<file path="config.mk">
export PLATFORM = sky130hd
export DESIGN_NAME = codec_tdm_link
export DESIGN_NICKNAME = d
export VERILOG_FILES = /design/src/rtl/codec_tdm_link.sv
export SDC_FILE = /design/constraint.sdc
export NUM_CORES = 1
export LEC_CHECK = 0
export BUFFER_PORTS_ARGS = -buffer_cell sky130_fd_sc_hd__buf_2
export CELL_PAD_IN_SITES_DETAIL_PLACEMENT = 0
export CELL_PAD_IN_SITES_GLOBAL_PLACEMENT = 2
export CORE_ASPECT_RATIO = 0.5
export CORE_MARGIN = 2
export CORE_UTILIZATION = 33
export DETAILED_ROUTE_END_ITERATION = 8
export PLACE_DENSITY_LB_ADDON = 0.1
export SLEW_MARGIN = 10
export SYNTH_ARGS = -nofsm -noshare
export SYNTH_HDL_FRONTEND = slang
export SYNTH_SLANG_ARGS = --single-unit
export TNS_END_PERCENT = 10
</file>
<file path="constraint.sdc">
create_clock -name clk -period 2.7 [get_ports clk]
set_input_delay 0.675 -clock clk [delete_from_list [all_inputs] [get_ports clk]]
set_output_delay 0.675 -clock clk [all_outputs]
set_load 0.005 [all_outputs]
</file>
<file path="src/rtl/codec_tdm_link.sv">
// codec_tdm_link: 4-slot x 16-bit TDM codec link with a 256-clk frame; define CODEC_TDM_LOOPBACK_EN to capture from the internal sdout instead of sdin
module codec_tdm_link (
  input  logic               clk,
  input  logic               rst,
  input  logic               sdin,
  output logic               sdout,
  output logic               bick,
  output logic               lrck,
  output logic               sample_clk,
  output logic signed [15:0] sample_in0,
  output logic signed [15:0] sample_in1,
  output logic signed [15:0] sample_in2,
  output logic signed [15:0] sample_in3,
  input  logic signed [15:0] sample_out0,
  input  logic signed [15:0] sample_out1,
  input  logic signed [15:0] sample_out2,
  input  logic signed [15:0] sample_out3
);
  logic [7:0] cnt_q, cnt_d;
  logic [6:0] b_q, b_d;
  logic [4:0] k_q, k_d;
  logic [3:0] tx_idx;
  logic [3:0][15:0] cap_q, tx_q, in_q;
  logic run_q, wrap, cap_en, cap_bit;
  logic bick_q, lrck_q, sclk_q, sdout_q, sdout_d;
  // first edge after reset holds cnt at 0 so the frame opens with a full lrck pulse
  assign cnt_d = run_q ? cnt_q + 8'd1 : 8'd0;
  assign wrap = run_q && cnt_q == 8'hff;
  assign b_q = cnt_q[7:1];
  assign k_q = b_q[4:0];
  assign b_d = cnt_d[7:1];
  assign k_d = b_d[4:0];
  assign tx_idx = 4'(5'd16 - k_d);
  assign sdout_d = cnt_d[0] ? sdout_q : (k_d != 5'd0 && k_d <= 5'd16) ? tx_q[b_d[6:5]][tx_idx] : 1'b0;
  assign cap_en = run_q && cnt_q[0] && k_q != 5'd0 && k_q <= 5'd16;
`ifdef CODEC_TDM_LOOPBACK_EN
  logic unused_sdin;
  assign unused_sdin = sdin;
  assign cap_bit = sdout_q;
`else
  assign cap_bit = sdin;
`endif
  always_ff @(posedge clk) begin
    if (rst) begin
      run_q <= 1'b0;
      cnt_q <= 8'd0;
      bick_q <= 1'b0;
      lrck_q <= 1'b0;
      sclk_q <= 1'b0;
      sdout_q <= 1'b0;
      cap_q <= '0;
      tx_q <= '0;
      in_q <= '0;
    end else begin
      run_q <= 1'b1;
      cnt_q <= cnt_d;
      bick_q <= cnt_d[0];
      lrck_q <= b_d == 7'd0;
      sclk_q <= ~cnt_d[7];
      sdout_q <= sdout_d;
      if (cap_en) cap_q[b_q[6:5]] <= {cap_q[b_q[6:5]][14:0], cap_bit};
      if (wrap) begin
        in_q <= cap_q;
        tx_q <= {sample_out3, sample_out2, sample_out1, sample_out0};
      end
    end
  end
  assign sdout = sdout_q;
  assign bick = bick_q;
  assign lrck = lrck_q;
  assign sample_clk = sclk_q;
  assign sample_in0 = in_q[0];
  assign sample_in1 = in_q[1];
  assign sample_in2 = in_q[2];
  assign sample_in3 = in_q[3];
endmodule
</file>
==> results of run 1 <==
==> power by group through the flow <==
stage | registers, mW | clock network, mW | logic [mW]
final | 3.02 | 2.88 | 0.185
after global routing | 3.02 | 3.13 | 0.204
after CTS | 3.02 | 2.98 | 0.184
after detailed placement | 3.09 | 0 | 0.183
after global placement | 3.09 | 0 | 0.185
after floorplan | 3.08 | 0 | 0.0870
==> critical path, cell delays in order (launching register included) <==
cell                       delay [ns]
sky130_fd_sc_hd__dfxtp_1         0.41
sky130_fd_sc_hd__nand4_2         0.12
sky130_fd_sc_hd__or4b_4          0.54
sky130_fd_sc_hd__and2_1          0.25
sky130_fd_sc_hd__buf_4           0.17
sky130_fd_sc_hd__o211ai_2        0.14
sky130_fd_sc_hd__nand4_1         0.14
sky130_fd_sc_hd__o221ai_1        0.22
sky130_fd_sc_hd__a211oi_1        0.07
sky130_fd_sc_hd__o41ai_1         0.34
==> synth_stat cells, types with 3 or more instances <==
library cell               count  area (um2)
sky130_fd_sc_hd__nand3b_1      4       30.03
sky130_fd_sc_hd__nor2_1       65       244.0
sky130_fd_sc_hd__nor3b_1       4       30.03
sky130_fd_sc_hd__nand3_1      11       55.05
sky130_fd_sc_hd__inv_1         8       30.03
sky130_fd_sc_hd__nand4b_1      4       35.03
sky130_fd_sc_hd__nand4_1       7       43.79
sky130_fd_sc_hd__a21oi_1     158       790.8
sky130_fd_sc_hd__o21ai_0       3       15.01
sky130_fd_sc_hd__nand2_1     314        1179
sky130_fd_sc_hd__mux4_2       15       337.8
sky130_fd_sc_hd__buf_2         6       30.03
sky130_fd_sc_hd__a211o_1       3       26.28
sky130_fd_sc_hd__clkbuf_1     62       232.7
sky130_fd_sc_hd__a211oi_1      6       45.04
sky130_fd_sc_hd__xnor2_1       5       43.79
sky130_fd_sc_hd__and2_1        4       25.02
sky130_fd_sc_hd__dfxtp_1     204        4084
sky130_fd_sc_hd__or3_1         3       18.77
sky130_fd_sc_hd__a22o_1        3       26.28
sky130_fd_sc_hd__mux2i_1      56       560.5
sky130_fd_sc_hd__buf_1         4       15.01
==> kinds of logic after synthesis <==
kind of cell / after synthesis / share of synthesized area
XOR/XNOR: 7 / 0.007349
adder cells (fa/ha/maj): 2 / 0.002999
AND/OR/NAND/NOR: 434 / 0.2155
flip-flops: 204 / 0.4895
AO/OA/AOI/OAI: 196 / 0.1315
buffers and inverters: 82 / 0.03959
multiplexers: 75 / 0.1135
==> stage by stage <==
stage	cells	setup WS (ns)	hold WS (ns)	TNS, ns
2_1_floorplan	1000	0.1663	0.4311	0
3_3_place_gp	1444	0.06246	0.4438	0
3_5_place_dp	1444	-0.007204	0.4451	-0.007204
4_1_cts	1482	0.08480	0.3704	0
5_1_grt	1482	0.005867	0.3710	0
6_report	1482	0.1819	0.3941	0
==> routing by layer <==
| layer | track usage | routed length (um) |
|---|---|---|
| met1 | 0.2628 | 12520 |
| met2 | 0.3153 | 11630 |
| met3 | 0.03687 | 960 |
| met4 | 0.03117 | 297 |
| met5 | 0 | 0 |
==> sequential cells by signal (all words and copies together) (netlist names), 8 cells and up <==
name,count
sample_in0,16
cap_q,64
tx_q,64
cnt_q,8
sample_in3,16
sample_in1,16
sample_in2,16
==> final timing paths <==
kind	from	end	slack (ns)	cells after the start
hold / removal	sample_out3[0]	tx_q[48]	0.39	3
hold reg to reg	sample_in1[15]	sample_in1[15]	0.45	2
setup / recovery	cnt_q[4]	sdout	0.18	9
setup reg to reg	cnt_q[4]	sdout	0.18	9
==> area by class of cell <==
type                            instances  area, um2  area share
Inverter                                8      30.03    0.002937
Timing Repair Buffer                  174       1040      0.1017
Clock inverter                          8      75.07    0.007342
Clock buffer                           30      589.3     0.05764
Multi-Input combinational cell        714       3970      0.3883
Tap cell                              344      430.4     0.04210
Sequential cell                       204       4090      0.4000
==> timing repair <==
action | 4_1_cts | 5_1_grt
resized for setup | 1 | 9
hold endpoints to repair | 0 | 0
setup endpoints to repair | 1 | 1
gates cloned | 0 | 0
==> impl_metrics.sql, run 1 <==
INSERT INTO impl_metrics (metric_group, metric, value, unit) VALUES
('run_status', 'status', 'finished clean', ''),
('floorplan', 'start_util', '0.3333', ''),
('sta', 'grt_setup_unrepaired', 'no', ''),
('global_routing', 'number_of_global_route_vias_before_repair', '6893', ''),
('sta', 'final.setup_skew', '0.01325', 'ns'),
('detailed_routing', 'ant_nets', '0', ''),
('synth', 'yosysUniqueCellTypes', '56', ''),
('synth', 'synth_cells', '1000', ''),
('critical_path', 'worstSetupEndpointType', 'flop', ''),
('cts', 'cts.hold.buffers_added', '0', ''),
('synth', 'postSynthAreaPerCell', '8.343', 'um2'),
('floorplan', 'design.die.area', '26650', 'um2'),
('sta', 'timing_worst_slew_pin_value', '0.6875', 'ns'),
('synth', 'ys_dominant_reg_cell', 'sky130_fd_sc_hd__dfxtp_1', ''),
('cts', 'cts_setup_buffers', '0', ''),
('critical_path', 'critical_path_required', '3.12', 'ns'),
('floorplan', 'die-width', '228.9', 'um'),
('cts', 'cts_htree_levels', '1', ''),
('pwr', 'p_clk_frac', '0.474', ''),
('run', 'max_cap_violations', '0', ''),
('pwr', 'netSwitchingFraction', '0.2250', ''),
('cts', 'cts-buffers-inserted', '21', ''),
('sta', 'max_freq', '0.3971', 'GHz'),
('pwr', 'p_leak', '4.171', 'nW'),
('cts', 'tritoncts', 'yes', ''),
('detailed_routing', 'vias', '7183', ''),
('floorplan', 'die_height', '116.4', 'um'),
('cells_and_area', 'antenna-diode-count', '0', ''),
('pwr', 'pint', '4.717', 'mW'),
('cells_and_area', 'layout.nets', '1192', ''),
('detailed_routing', 'drt_iter0_markers', '339', ''),
('cells_and_area', 'design_area', '10220', 'um2'),
('global_routing', 'gr-total-overflow', '0', ''),
('detailed_routing', 'post_drt_wl_per_cell', '17.14', 'um'),
('placement', 'routabilityCongestion', '0.8283', ''),
('synth', 'number_of_register_bits_inferred_by_synthesis', '204', ''),
('synth', 'synth-edff-count', '0', ''),
('global_routing', 'grt_antenna_before_repair', '0', ''),
('pwr', 'switching_power', '1.370', 'mW'),
('cts', 'ctsRootBufferMaster', 'sky130_fd_sc_hd__clkbuf_16', ''),
('floorplan', 'floorplan.rows', '41', ''),
('cells_and_area', 'drive_gt1_frac', '0.2127', ''),
('floorplan', 'coreArea', '25030', 'um2'),
('cells_and_area', 'areaGrowthSynthToFinish', '22.56', '%'),
('global_routing', 'global_route.usage.total', '0.1898', ''),
('cells_and_area', 'most-common-layout-cells', 'sky130_fd_sc_hd__nand2_1 (314), sky130_fd_sc_hd__dfxtp_1 (199), sky130_fd_sc_hd__a21oi_1 (158), sky130_fd_sc_hd__buf_2 (133), sky130_fd_sc_hd__nor2_1 (65)', ''),
('pwr', 'combPwrFrac', '0.030', ''),
('pwr', 'total_power', '6.086', 'mW'),
('synth', 'synth-async-reset-ratio', '0', ''),
('global_routing', 'grt_first_pass_wirelength', '39560', 'um'),
('critical_path', 'timing_worst_setup_path_type', 'flop to flop', ''),
('synth', 'synth.yosys.seq_area_share', '0.4895', ''),
('cells_and_area', 'fin_util', '0.4084', ''),
('critical_path', 'critPathArrivalTime', '2.93', 'ns'),
('cts', 'clock_sinks', '204', ''),
('cells_and_area', 'filler_cell_count', '2620', ''),
('pwr', 'pwr_density_cell', '595.3', 'nW/um2'),
('detailed_routing', 'first_pass_iters', '4', ''),
('critical_path', 'worst_setup_path_start_kind', 'flop', ''),
('sta', 'timing.final.setup_violations', '0', ''),
('cells_and_area', 'layout_commonest_cell', 'sky130_fd_sc_hd__nand2_1', ''),
('critical_path', 'crit_path_max_fo', '5', ''),
('sta', 'layout_min_cycle_time', '2.518', 'ns'),
('pwr', 'power.share.sequential', '0.496', ''),
('synth', 'yosysWarnings', '0', ''),
('detailed_routing', 'drt-vias-per-instance', '4.847', ''),
('synth', 'netlist_area', '8343', 'um2'),
('cts', 'ctsLongestPathBuffers', '3', ''),
('detailed_routing', 'drt-total-wl', '25400', 'um'),
('cts', 'clk_pin_slew', '0.07', 'ns'),
('detailed_routing', 'route.detailed.drc', '0', ''),
('sta', 'finalHoldViolCount', '0', ''),
('placement', 'post-dp-hpwl', '18040', 'um'),
('floorplan', 'top_level_ports', '135', ''),
('cts', 'clk_latency', '0.52', 'ns'),
('synth', 'synthesis.nets', '1069', ''),
('global_routing', 'grt_max_degree', '101', ''),
('sta', 'post-route-period-util', '0.9326', ''),
('pwr', 'worst_ir_drop_vdd', '0.3140', 'mV'),
('placement', 'io_buffer_count', '134', ''),
('sta', 'timing_max_transition_violations_final', '0', ''),
('placement', 'place_area', '9515', 'um2'),
('hold_path', 'worst_hold_class', 'primary input to flop', ''),
('sta', 'timing.max_slew.rel_slack', '0.5417', '');
No activity file was read; power rests on OpenSTA's default activity.
==> run 2, diff against run 1 <==
- BUFFER_PORTS_ARGS: -buffer_cell sky130_fd_sc_hd__buf_2 -> -buffer_cell sky130_fd_sc_hd__clkbuf_2
- CORE_UTILIZATION: 33 -> 30
- clock period: 2.7 -> 2.1 ns (I/O delays scaled with it)
==> run 2 against run 1 <==
The flow now finishes with violations (setup timing). Largest power group is now the clock network. Critical endpoint unchanged. Register-to-register slack got worse by 0.50 ns. Critical path type unchanged. Largest cell class unchanged. Fmax up 4.3%. Global-route usage decreased by 0.46 points. Final cell count increased by 5.2%. Non-clock buffer count grew 40. Clock skew shrank 0.0032 ns. Clock-buffer cell count down 2.
==> impl_metrics.sql, run 2 (synthesized netlist as in run 1, its figures left out) <==
INSERT INTO impl_metrics (metric_group, metric, value, unit) VALUES
('detailed_routing', 'route.detailed.drc', '0', ''),
('critical_path', 'crit_path_max_fo', '8', ''),
('sta', 'max_freq', '0.4143', 'GHz'),
('floorplan', 'top_level_ports', '135', ''),
('critical_path', 'timing_worst_setup_path_type', 'flop to flop', ''),
('sta', 'timing_max_transition_violations_final', '0', ''),
('cts', 'ctsLongestPathBuffers', '3', ''),
('global_routing', 'grt_first_pass_wirelength', '41860', 'um'),
('detailed_routing', 'ant_nets', '0', ''),
('floorplan', 'die-width', '239.8', 'um'),
('critical_path', 'cpMostUsedCell', 'sky130_fd_sc_hd__buf_4', ''),
('cells_and_area', 'most-common-layout-cells', 'sky130_fd_sc_hd__nand2_1 (314), sky130_fd_sc_hd__dfxtp_1 (198), sky130_fd_sc_hd__a21oi_1 (158), sky130_fd_sc_hd__clkbuf_2 (133), sky130_fd_sc_hd__buf_4 (68)', ''),
('sta', 'post-route-period-util', '1.149', ''),
('global_routing', 'grt_max_degree', '75', ''),
('sta', 'grt_setup_unrepaired', 'yes', ''),
('critical_path', 'critical_path.reg2reg.endpoint', 'sdout', ''),
('cts', 'cts_htree_levels', '1', ''),
('cts', 'clock_sinks', '204', ''),
('cells_and_area', 'drive_gt1_frac', '0.2540', ''),
('floorplan', 'die_height', '121.9', 'um'),
('critical_path', 'critical_path.cell_chain', 'nand3_2, or4b_4, buf_6, nand2_8, o311ai_1, buf_4, buf_4, nand4_1, o2111ai_2, a211oi_2, o41ai_2', ''),
('detailed_routing', 'drt-vias-per-instance', '4.724', ''),
('cells_and_area', 'filler_cell_count', '2907', ''),
('critical_path', 'worst-path-buf-inv', '3', ''),
('global_routing', 'grt_antenna_before_repair', '0', ''),
('placement', 'io_buffer_count', '134', ''),
('critical_path', 'timing.rr.start', 'cnt_q[1]', ''),
('critical_path', 'critical_path.max_stage_delay', '0.53', 'ns'),
('detailed_routing', 'first_pass_iters', '6', ''),
('placement', 'routabilityCongestion', '0.8421', ''),
('cells_and_area', 'antenna-diode-count', '0', ''),
('sta', 'timing_worst_slew_pin_value', '0.5763', 'ns'),
('sta', 'timing.max_slew.rel_slack', '0.6158', ''),
('hold_path', 'worst_hold_class', 'primary input to flop', ''),
('critical_path', 'worst_setup_path_start_kind', 'flop', ''),
('cts', 'clk_pin_slew', '0.06', 'ns'),
('global_routing', 'number_of_global_route_vias_before_repair', '7451', ''),
('global_routing', 'global_route.usage.total', '0.1852', ''),
('cts', 'tritoncts', 'yes', ''),
('cts', 'clk_latency', '0.53', 'ns'),
('critical_path', 'critPathArrivalTime', '2.82', 'ns'),
('sta', 'timing.final.setup_violations', '1', ''),
('cells_and_area', 'areaGrowthSynthToFinish', '30.11', '%'),
('detailed_routing', 'drt_iter0_markers', '349', ''),
('cells_and_area', 'layout.nets', '1232', ''),
('sta', 'timing.setup.tns', '-0.3135', 'ns'),
('cells_and_area', 'layout_commonest_cell', 'sky130_fd_sc_hd__nand2_1', ''),
('sta', 'finalHoldViolCount', '0', ''),
('pwr', 'total_power', '8.278', 'mW'),
('run', 'max_cap_violations', '0', ''),
('pwr', 'pwr_density_cell', '762.6', 'nW/um2'),
('sta', 'worst_hold_slack', '0.2196', 'ns'),
('critical_path', 'rrSetupSlack', '-0.31', 'ns'),
('hold_path', 'whs_path_depth', '3', ''),
('cells_and_area', 'reg_top3', 'cap_q (64), tx_q (64)', ''),
('critical_path', 'critical_path_required', '2.50', 'ns'),
('floorplan', 'floorplan.rows', '43', ''),
('placement', 'dp_worst_setup_slack', '-0.4963', 'ns'),
('critical_path', 'worstSetupEndpointType', 'flop', ''),
('cts', 'cts-buffers-inserted', '21', ''),
('cts', 'ctsRootBufferMaster', 'sky130_fd_sc_hd__clkbuf_16', ''),
('run_status', 'violations', 'setup timing', ''),
('detailed_routing', 'drt-total-wl', '26540', 'um'),
('critical_path', 'critical_path.endpoint', 'sdout', ''),
('placement', 'post-dp-hpwl', '19040', 'um'),
('pwr', 'worst_ir_drop_vdd', '0.6301', 'mV'),
('critical_path', 'worst-path-stages', '11', ''),
('floorplan', 'design.die.area', '29240', 'um2'),
('critical_path', 'worst_path_dominant_cell_family', 'simple AND/OR/NAND/NOR gates', ''),
('global_routing', 'gr-total-overflow', '0', ''),
('detailed_routing', 'post_drt_wl_per_cell', '17.02', 'um'),
('critical_path', 'worst_setup_path_startpoint', 'cnt_q[1]', ''),
('floorplan', 'coreArea', '27550', 'um2'),
('floorplan', 'start_util', '0.3029', ''),
('critical_path', 'slowest_stage', 'sky130_fd_sc_hd__or4b_4', ''),
('critical_path', 'ff2ff_path_depth', '11', ''),
('sta', 'finalWorstSetupSlack', '-0.3135', 'ns'),
('sta', 'final.setup_skew', '0.01008', 'ns'),
('detailed_routing', 'vias', '7364', ''),
('sta', 'layout_min_cycle_time', '2.414', 'ns'),
('run_status', 'status', 'complete, but fails checks', ''),
('pwr', 'p_leak', '4.426', 'nW');
-- run 2: cell count changes in the layout (fill, tap and decap cells not counted), sizes merged --
cell / delta
clkbuf: +131
buf: -93
bufinv: +3
clkinv: -1
inv: -1
-- run 2: cell type report --
type	instances	area, um2	share of cell area
sequential	204	4101	0.3778
clock buffer	28	601.8	0.05544
inverter	8	30.03	0.002766
clock inverter	9	148.9	0.01372
timing repair buffer	214	1401	0.1291
tap	382	478.0	0.04403
multi-input combinational	714	4094	0.3771
-- run 2: layer usage --
metal	GRT usage	vias up	routed length (um)
li1	-	3695	-
met1	0.2481	3530	12690
met2	0.3096	102	12370
met3	0.03694	37	936
met4	0.04231	0	540
met5	0	-	0
-- run 2: stage by stage --
stage / instance area [um2] / util / std cells
finish: 10860 / 0.3941 / 1559
global route: 10860 / 0.3941 / 1559
global placement: 9942 / 0.3609 / 1519
CTS: 10760 / 0.3908 / 1558
detailed placement: 9942 / 0.3609 / 1519
floorplan: 8407 / - / 1000
-- run 2: worst min path at each step --
stage,start,end,slack [ns]
final,sample_out0[6],tx_q[6],0.22
after global routing,sample_out2[6],tx_q[38],0.20
after floorplan,tx_q[18],tx_q[18],0.43
after detailed placement,sample_in3[2],sample_in3[2],0.45
after CTS,sample_out3[12],tx_q[60],0.19
after global placement,sample_in3[7],sample_in3[7],0.45
-- run 2: worst min-delay path, delay by kind of cell --
kind                   cells  cell delay, ns
AO/OA/AOI/OAI              1            0.05
AND/OR/NAND/NOR            1            0.04
buffers and inverters      1            0.08
-- run 2: where the power goes --
group	internal, mW	total, mW	switching [mW]
Clock	2.50	4.13	1.63
Sequential	3.87	3.87	0.00441
Combinational	0.117	0.272	0.154
-- run 2: what timing repair did --
action,in CTS,in global routing
pin swaps,5,6
buffers inserted,2,1
setup endpoints to repair,1,14
hold buffers,0,0
resized for setup,14,17
==> run 3, diff against run 2 <==
- CORE_UTILIZATION: 30 -> 25
==> run 3 against run 2 <==
The flow still finishes with violations (setup timing). Wire length up 4.7%. Final cell count increased by 3.8%. Critical path depth down 2. Non-clock buffer count rose by 1.
==> impl_metrics.sql, run 3 (synthesized netlist as in run 1, its figures left out) <==
INSERT INTO impl_metrics (metric_group, metric, value, unit) VALUES
('sta', 'layout_min_cycle_time', '2.331', 'ns'),
('sta', 'final.setup_skew', '0.009684', 'ns'),
('cts', 'clk_pin_slew', '0.07', 'ns'),
('sta', 'max_freq', '0.4291', 'GHz'),
('floorplan', 'top_level_ports', '135', ''),
('sta', 'timing_worst_slew_pin_value', '0.4439', 'ns'),
('cells_and_area', 'layout_commonest_cell', 'sky130_fd_sc_hd__nand2_1', ''),
('pwr', 'pwr_density_cell', '716.4', 'nW/um2'),
('pwr', 'p_clk_frac', '0.466', ''),
('placement', 'place_area', '10060', 'um2'),
('cts', 'ctsLongestPathBuffers', '3', ''),
('detailed_routing', 'route.detailed.drc', '0', ''),
('cells_and_area', 'drive_gt1_frac', '0.2538', ''),
('placement', 'routabilityCongestion', '0.7858', ''),
('detailed_routing', 'drt-vias-per-instance', '4.531', ''),
('pwr', 'netSwitchingFraction', '0.2326', ''),
('critical_path', 'worst_setup_path_start_kind', 'flop', ''),
('critical_path', 'critical_path.endpoint', 'sdout', ''),
('floorplan', 'floorplan.rows', '47', ''),
('sta', 'timing.max_slew.rel_slack', '0.7041', ''),
('critical_path', 'ff2ff_path_depth', '9', ''),
('sta', 'grt_setup_unrepaired', 'yes', ''),
('cells_and_area', 'multi_input_comb_area', '4096', 'um2'),
('cells_and_area', 'most-common-layout-cells', 'sky130_fd_sc_hd__nand2_1 (314), sky130_fd_sc_hd__dfxtp_1 (197), sky130_fd_sc_hd__a21oi_1 (158), sky130_fd_sc_hd__clkbuf_2 (133), sky130_fd_sc_hd__buf_4 (69)', ''),
('floorplan', 'die-width', '262.4', 'um'),
('hold_path', 'worst_hold_class', 'primary input to flop', ''),
('detailed_routing', 'ant_nets', '0', ''),
('critical_path', 'worst-path-stages', '9', ''),
('critical_path', 'crit_path_max_fo', '9', ''),
('placement', 'post-dp-hpwl', '19890', 'um'),
('critical_path', 'critPathArrivalTime', '2.76', 'ns'),
('critical_path', 'critical_path.reg2reg.endpoint', 'sdout', ''),
('pwr', 'switching_power', '1.805', 'mW'),
('floorplan', 'die_height', '133.2', 'um'),
('global_routing', 'grt_antenna_before_repair', '0', ''),
('cells_and_area', 'layout.cells.non_filler', '1619', ''),
('sta', 'timing.final.setup_violations', '1', ''),
('global_routing', 'grt_max_degree', '85', ''),
('cells_and_area', 'reg_top3', 'cap_q (64), tx_q (64)', ''),
('placement', 'cell_total_after_placement', '1581', ''),
('cells_and_area', 'layout.nets', '1233', ''),
('floorplan', 'design.die.area', '34940', 'um2'),
('critical_path', 'rrSetupSlack', '-0.23', 'ns'),
('cells_and_area', 'antenna-diode-count', '0', ''),
('global_routing', 'grt_first_pass_wirelength', '43060', 'um'),
('pwr', 'pint', '5.954', 'mW'),
('global_routing', 'global_route.usage.total', '0.1557', ''),
('cells_and_area', 'design_area', '10830', 'um2'),
('global_routing', 'number_of_global_route_vias_before_repair', '7337', ''),
('cts', 'cts_htree_levels', '1', ''),
('global_routing', 'gr-total-overflow', '0', ''),
('sta', 'finalWorstSetupSlack', '-0.2306', 'ns'),
('critical_path', 'slowest_stage', 'sky130_fd_sc_hd__or4b_4', ''),
('critical_path', 'worstSetupEndpointType', 'flop', ''),
('critical_path', 'timing_worst_setup_path_type', 'flop to flop', ''),
('cts', 'clk_latency', '0.52', 'ns'),
('critical_path', 'worst-path-buf-inv', '1', ''),
('cts', 'cts-buffers-inserted', '21', ''),
('cts', 'tritoncts', 'yes', ''),
('detailed_routing', 'first_pass_iters', '4', ''),
('pwr', 'worst_ir_drop_vdd', '0.4536', 'mV'),
('sta', 'timing_max_transition_violations_final', '0', ''),
('placement', 'io_buffer_count', '134', ''),
('run_status', 'violations', 'setup timing', ''),
('cells_and_area', 'areaGrowthSynthToFinish', '29.83', '%'),
('detailed_routing', 'drt-total-wl', '27780', 'um'),
('detailed_routing', 'drt_iter0_markers', '339', ''),
('pwr', 'combPwrFrac', '0.034', ''),
('pwr', 'power.share.sequential', '0.500', ''),
('cts', 'ctsRootBufferMaster', 'sky130_fd_sc_hd__clkbuf_16', ''),
('run', 'max_cap_violations', '0', ''),
('floorplan', 'coreArea', '32930', 'um2'),
('critical_path', 'timing.rr.start', 'cnt_q[2]', ''),
('cells_and_area', 'seq_area', '4098', 'um2'),
('run_status', 'status', 'complete, but fails checks', ''),
('critical_path', 'worst_setup_path_startpoint', 'cnt_q[2]', ''),
('floorplan', 'start_util', '0.2533', ''),
('detailed_routing', 'vias', '7335', ''),
('critical_path', 'critical_path.cell_chain', 'nand4_4, or4b_4, buf_4, nand2_8, a21oi_1, a221oi_1, nor2_1, o2111a_1, o41ai_2', ''),
('critical_path', 'critical_path_required', '2.53', 'ns'),
('sta', 'post-route-period-util', '1.110', ''),
('cells_and_area', 'filler_cell_count', '3562', ''),
('sta', 'finalHoldViolCount', '0', ''),
('cts', 'clock_sinks', '204', ''),
('critical_path', 'critical_path.max_stage_delay', '0.54', 'ns'),
('critical_path', 'worst_path_dominant_cell_family', 'compound AO/OA/AOI/OAI gates', ''),
('pwr', 'p_leak', '4.357', 'nW'),
('detailed_routing', 'post_drt_wl_per_cell', '17.16', 'um');
==> run 3: changes by cell type in the layout (fill, tap and decap cells not counted), sizes merged <==
cell    previous run  this run
buf               81        82
bufinv             4         0
clkbuf           161       165
clkinv             4         3
inv                9        10
==> run 3: area by class of cell <==
cell class                      instances  share of cell area
Clock inverter                          5            0.003003
Clock buffer                           32             0.05510
Inverter                                8            0.002772
Sequential cell                       204              0.3783
Timing Repair Buffer                  215              0.1317
Tap cell                              441             0.05094
Multi-Input combinational cell        714              0.3782
==> run 3: metal layers <==
metal / GRT usage / vias to the layer above / routed length (um) / part of all wire
met5: 0 / - / 0 / 0
met3: 0.02754 / 34 / 830 / 0.030
li1: - / 3705 / - / -
met1: 0.2092 / 3500 / 13210 / 0.48
met2: 0.2618 / 96 / 13200 / 0.48
met4: 0.03535 / 0 / 543 / 0.020
==> run 3: worst min-delay path by stage <==
stage / startpoint / endpoint / slack, ns / cells after the start
after floorplan: tx_q[18] / tx_q[18] / 0.43 / 2
after global placement: tx_q[57] / tx_q[57] / 0.44 / 2
after detailed placement: sample_in2[5] / sample_in2[5] / 0.45 / 2
after CTS: sample_out1[11] / tx_q[27] / 0.20 / 3
after global routing: sample_out1[11] / tx_q[27] / 0.22 / 3
final: sample_out1[11] / tx_q[27] / 0.22 / 3
==> run 3: stage by stage <==
stage                     setup TNS (ns)  hold slack, ns  power [mW]  setup slack [ns]  utilization
final                            -0.2306          0.2228       7.759           -0.2306       0.3289
after global routing             -0.9188          0.2152       8.079           -0.3400       0.3289
after CTS                        -0.2276          0.2026       7.918           -0.2276       0.3275
after detailed placement         -0.4367          0.4467       4.222           -0.4367       0.3056
after global placement           -0.4156          0.4441       4.225           -0.4156       0.3056
after floorplan                  -0.2459          0.4311       4.082           -0.2459            -
==> run 3: power by group through the flow <==
| stage | clock [mW] | combinational, mW | sequential, mW |
|---|---|---|---|
| after floorplan | 0 | 0.118 | 3.96 |
| after global placement | 0 | 0.261 | 3.96 |
| after detailed placement | 0 | 0.258 | 3.96 |
| after CTS | 3.78 | 0.265 | 3.88 |
| after global routing | 3.91 | 0.293 | 3.87 |
| final | 3.62 | 0.266 | 3.88 |
==> run 3: what timing repair did <==
| action | 4_1_cts | 5_1_grt |
|---|---|---|
| pin swaps | 3 | 5 |
| endpoints found under the setup margin | 1 | 33 |
| setup buffers | 0 | 1 |
| resized for setup | 20 | 9 |
| hold buffers | 0 | 0 |
==> run 3: worst min-delay path: stages <==
cell and delay, ns:
sky130_fd_sc_hd__clkbuf_2 0.08, sky130_fd_sc_hd__nand2_1 0.05, sky130_fd_sc_hd__a21oi_1 0.05
